### config.mk
export PLATFORM = sky130hd
export DESIGN_NAME = instr_fetch_queue
export DESIGN_NICKNAME = d
export VERILOG_FILES = /design/src/rtl/instr_fetch_queue.sv
export SDC_FILE = /design/constraint.sdc
export NUM_CORES = 1
export LEC_CHECK = 0
export ABC_CLOCK_PERIOD_IN_PS = 2400
export CORE_MARGIN = 2
export CORE_UTILIZATION = 53
export DETAILED_ROUTE_END_ITERATION = 10
export PLACE_DENSITY = 0.74
export RECOVER_POWER = 25
export SYNTH_ARGS = -nofsm -noshare
export SYNTH_HDL_FRONTEND = slang
export SYNTH_SLANG_ARGS = --single-unit
### constraint.sdc
create_clock -name clk -period 2.4 [get_ports clk]
set_input_delay 0.24 -clock clk [delete_from_list [all_inputs] [get_ports clk]]
set_output_delay 0.24 -clock clk [all_outputs]
set_load 0.005 [all_outputs]
### src/rtl/instr_fetch_queue.sv
// Byte-serial instruction fetcher that feeds a first-word-fall-through word queue.
// Define IFQ_BYPASS_EN to let a word that completes into an empty queue appear on instr in the same cycle.
module instr_fetch_queue #(
  parameter int         DEPTH   = 4,
  parameter logic [6:0] PCSTART = 7'd0
) (
  input  logic                       clk,
  input  logic                       reset,
  output logic                       imem_req,
  output logic [6:0]                 imem_addr,
  input  logic                       imem_ack,
  input  logic [7:0]                 imem_byte,
  input  logic                       redirect,
  input  logic [6:0]                 redirect_addr,
  output logic                       instr_valid,
  output logic [31:0]                instr,
  output logic [6:0]                 instr_pc_inc,
  input  logic                       instr_ready,
  output logic [$clog2(DEPTH):0]     count
);
  localparam int AW = (DEPTH > 1) ? $clog2(DEPTH) : 1;
  localparam int CW = $clog2(DEPTH) + 1;

  typedef enum logic {S_FETCH, S_FULL} state_t;
  state_t state_q, state_d;

  logic [CW-1:0] count_q, count_d;
  logic [1:0]    byte_cnt;
  logic [6:0]    fetch_pc;
  logic [23:0]   part;
  logic [31:0]   mem_w  [DEPTH];
  logic [6:0]    mem_pc [DEPTH];
  logic [AW-1:0] rd_ptr, wr_ptr;

  logic        accept, last, push, pop;
  logic [31:0] full_word;
  logic [6:0]  next_pc;

  // Reset gating keeps imem_req low while reset is held, even though state is FETCH.
  assign imem_req  = reset & (state_q == S_FETCH) & ~redirect;
  assign imem_addr = fetch_pc + {5'd0, byte_cnt};
  assign accept    = imem_req & imem_ack;
  assign last      = accept & (byte_cnt == 2'd3);
  assign full_word = {part, imem_byte};
  assign next_pc   = fetch_pc + 7'd4;
  assign pop       = (count_q != '0) & instr_ready & ~redirect;
  assign count     = count_q;

`ifdef IFQ_BYPASS_EN
  logic byp;
  assign byp          = last & (count_q == '0);
  assign instr_valid  = (count_q != '0) | byp;
  assign instr        = byp ? full_word : mem_w[rd_ptr];
  assign instr_pc_inc = byp ? next_pc : mem_pc[rd_ptr];
  assign push         = last & ~(byp & instr_ready);
`else
  assign instr_valid  = (count_q != '0);
  assign instr        = mem_w[rd_ptr];
  assign instr_pc_inc = mem_pc[rd_ptr];
  assign push         = last;
`endif

  always_comb begin
    count_d = count_q + CW'(push) - CW'(pop);
    if (redirect) count_d = '0;
    state_d = (count_d == CW'(DEPTH)) ? S_FULL : S_FETCH;
  end

  always_ff @(posedge clk or negedge reset) begin
    if (!reset) begin
      state_q <= S_FETCH;
      count_q <= '0;
    end else begin
      state_q <= state_d;
      count_q <= count_d;
    end
  end

  always_ff @(posedge clk or negedge reset) begin
    if (!reset) begin
      byte_cnt <= 2'd0;
      fetch_pc <= PCSTART;
      part     <= '0;
      rd_ptr   <= '0;
      wr_ptr   <= '0;
      for (int i = 0; i < DEPTH; i++) begin
        mem_w[i]  <= '0;
        mem_pc[i] <= '0;
      end
    end else if (redirect) begin
      byte_cnt <= 2'd0;
      fetch_pc <= redirect_addr;
      part     <= '0;
      rd_ptr   <= '0;
      wr_ptr   <= '0;
    end else begin
      if (accept) begin
        byte_cnt <= byte_cnt + 2'd1;
        case (byte_cnt)
          2'd0:    part[23:16] <= imem_byte;
          2'd1:    part[15:8]  <= imem_byte;
          2'd2:    part[7:0]   <= imem_byte;
          default: ;
        endcase
      end
      if (last) fetch_pc <= next_pc;
      if (push) begin
        mem_w[wr_ptr]  <= full_word;
        mem_pc[wr_ptr] <= next_pc;
        wr_ptr         <= wr_ptr + AW'(1);
      end
      if (pop) rd_ptr <= rd_ptr + AW'(1);
    end
  end
endmodule

==> run summary <==
The number of clock buffers added by TritonCTS is 17. The final max-slew violation count came out at 0. Via-per-instance ratio: 5.90.

The clock reaches the later pin of the worst-skew pair after 0.43 ns. The tree is rooted in a clkbuf_16. The tools report the tightest slew margin relative to the limit as 0.0839. The run gives 5,986 as the number of global-route vias before repair.

The logs give 0.00892 mm2 for the mapped cell area and 289 for the DRC marker count from the first detailed-route iteration. The H-tree generated during clock tree synthesis spans 4 levels. The placer congestion estimate was 0.848; the count of unresolved DRC violations after routing was 0. In this run the register-to-register setup slack is 0.16 ns. Across the run, the number of max-cap violations was 0. Die width: 134 um. The mean area per synthesized cell is 14.7 um2, and the overall power consumption is 7.52 mW. The fraction of the core area covered by cells at the end of the flow is 0.657. The launching element type of the critical path is a flip-flop.

The tools report the worst-case clock skew as 0.00794 ns. The library cells used most frequently in the layout, excluding fill and tap cells, are dfrtp_1 (194), mux2_2 (133), clkdlybuf4s50_1 (56), mux4_2 (39), nand3_1 (28). The tools report the total of endpoints with negative setup slack in the final report as 0. The Yosys step of the flow raised 0 warnings. Along the worst path, the maximum fanout reaches 9. At the pin with the least slew margin, the transition time is 1.37 ns. The share of synthesized flip-flops with an asynchronous set or reset is 1.00. The tools report the worst reg2reg path endpoint as state_q$_DFF_PN0_. Main flop type after synthesis: dfrtp_1. The overall track demand over capacity in global routing came out at 0.226. Of all cell types, the one taking the most synthesized area is dfrtp_1. VDD sags by at most 0.000652 V. The startpoint-to-endpoint class of the critical path is reg -> out.

The sequential fraction of the synthesis area was 0.552. The number of optimization iterations in the first detailed-route pass came out at 5. The first global-routing pass estimated 31,500 um of wire.

The net switching component of the power was 2.01 mW; the synthesized net count was 640. STA puts the critical path data required time at 2.16 ns. The total via count after detailed routing came out at 5,450. TritonCTS built the clock tree. The number of cells traversed by the worst register-to-register path was 12. The most common library cell in the layout ignoring fill and taps was dfrtp_1. In this run the critical register-to-register path is launched from byte_cnt[1]$_DFFE_PN0P_.

The tree built by TritonCTS fans out to 197 sinks. The part of the total power dissipated in the clock network was 0.376; the critical path data arrival time was 2.11 ns. Entering global routing, the biggest net connects 157 pins. The relative contribution of combinational cells to total power was 0.162. Setup repair after global routing could not meet its margin everywhere. The netlist uses 42 different library cells. After global routing the overflow that remains totals 0. The switching share of power was 0.268; the post-detailed-routing wire length was 19,100 um. The maximum number of buffers from clock root to sink was 2; the total negative setup slack was 0 ns. With fillers left out, the area of the finished cells amounts to 0.0108 mm2. After synthesis, the cell types taking the most area are dfrtp_1 (55%), mux2_2 (17%), mux4_2 (9.8%). The total die area came out at 0.0179 mm2. Synthesis produced 605 cells.

The fmax is 425 MHz, and the layout cell share with drive strength beyond 1 is 0.385. The placed instances occupy a cell area of 0.0100 mm2. The leakage component of the power is 5.19 nW, and the share of Yosys cell area claimed by the top area cell type is 0.552.

The flow ran to the end, and the final reports show no timing, DRC or antenna violations. The number of rows in the core area is 47, and the initial antenna violation count is 0. The class of the tightest hold or removal check was in -> async. The number of storage elements in the synthesis netlist works out to 197.

The final critical-path share of the clock period came out at 0.980. The kind of end point of the critical path was an output port. The total half-perimeter wirelength after legalization and detailed placement is 12,200 um, and the final critical path time including I/O delays and setup is 2.35 ns. For this run, the post-layout net count is 725. Number of port buffers: 70. After clock tree synthesis, the clock-pin slew on the worst setup and hold paths is 0.07 ns. The count of nets left with antenna violations after detail routing is 0, and the initial cell density of the core is 0.540. 71 I/O pins were placed. Fill cells in the final layout number 1,167.

The power density relative to cell area is 693 mW/mm2. The synthesized design contains 0 enable-type register cells. Count of endpoints failing hold in the final timing report: 0. Sequential power share: 0.462.

0 antenna diodes ended up in the layout. In the final routed layout, each cell accounts on average for 20.7 um. Internal power comes to 5.51 mW. Compared with the post-synthesis result, the final layout area differs by 21.6%. The floorplan core area is 0.0165 mm2, and the y dimension of the die is 134 um.
[Yosys cell counts, types with 3 or more instances]
| cell | instances |
|---|---|
| nand2_1 | 5 |
| xnor2_1 | 8 |
| ha_1 | 13 |
| buf_6 | 9 |
| a31oi_1 | 6 |
| mux2_4 | 9 |
| buf_2 | 13 |
| inv_1 | 17 |
| mux2_2 | 133 |
| dfrtp_1 | 197 |
| mux2_1 | 12 |
| o21ai_0 | 27 |
| buf_4 | 3 |
| nand3_1 | 31 |
| clkbuf_1 | 16 |
| nor2_1 | 8 |
| a21oi_1 | 25 |
| mux4_2 | 39 |
| xor2_1 | 5 |
[timing repair]
action | 4_1_cts | 5_1_grt
gates resized for setup | 7 | 27
buffers inserted | 3 | 8
hold buffers | 1 | 0
gates cloned | 0 | 2
endpoints found under the hold margin | 41 | 0
endpoints found under the setup margin | 40 | 27
pin swaps | 1 | 5
[metal layers]
metal / global-route usage / routed length, um / vias up
met2: 0.382 / 9680 / 138
met5: 0 / 0 / -
met4: 0.0550 / 250 / 0
met1: 0.303 / 8420 / 2907
li1: - / - / 2386
met3: 0.0479 / 778 / 19
[sequential cells by signal, summed over array words and instances (netlist names)]
signal    cells
byte_cnt      2
count         3
fetch_pc      7
mem_pc       28
mem_w       128
part         24
rd_ptr        2
state_q       1
wr_ptr        2
[cells by family after synthesis]
logic type | after synthesis | synth area share
AO/OA/AOI/OAI | 66 | 0.0411
XOR/XNOR | 13 | 0.0128
adder cells (fa/ha/maj) | 15 | 0.0227
buffers and inverters | 59 | 0.0355
flip-flops | 197 | 0.552
multiplexers | 195 | 0.299
AND/OR/NAND/NOR | 60 | 0.0367
[metrics by stage]
stage	instances	hold WS (ns)	worst slack [ns]
global placement	877	0.0861	-0.0266
CTS	913	0.203	0.00370
detailed placement	877	0.0888	-0.185
finish	923	0.332	0.0474
floorplan	605	-0.0556	0.0443
global route	923	0.333	-0.0218
[power groups by stage]
stage,combinational (mW),clock [mW],sequential (mW)
floorplan,0.569,0,3.51
global placement,0.967,0,3.55
detailed placement,0.987,0,3.56
CTS,1.04,2.88,3.47
global route,1.32,3.04,3.48
finish,1.22,2.83,3.47
[area by class of cell]
cell class | instances | area [um2] | share of cell area
multi-input combinational | 349 | 3790 | 0.349
clock inverter | 15 | 166 | 0.0153
sequential | 197 | 4930 | 0.455
tap | 220 | 275 | 0.0254
clock buffer | 17 | 425 | 0.0392
inverter | 17 | 66.3 | 0.00611
timing repair buffer | 108 | 1190 | 0.110
[worst max-delay path, stage by stage, from the launching register on]
cell             delay (ns)
dfrtp_2                0.39
buf_12                 0.14
buf_12                 0.16
mux4_2                 0.52
clkdlybuf4s50_1        0.47
[worst max path at each step]
stage | from | slack (ns) | cells past startpoint | endpoint
2_1_floorplan | byte_cnt[1]$_DFFE_PN0P_ | 0.04 | 12 | state_q$_DFF_PN0_
3_5_place_dp | redirect | -0.18 | 11 | state_q$_DFF_PN0_
6_report | rd_ptr[0]$_DFFE_PN0P_ | 0.05 | 4 | instr[26]
5_1_grt | rd_ptr[0]$_DFFE_PN0P_ | -0.02 | 4 | instr[27]
3_3_place_gp | redirect | -0.03 | 11 | state_q$_DFF_PN0_
4_1_cts | rd_ptr[0]$_DFFE_PN0P_ | 0.004 | 3 | instr[31]
No activity file was read; power rests on OpenSTA's default activity.
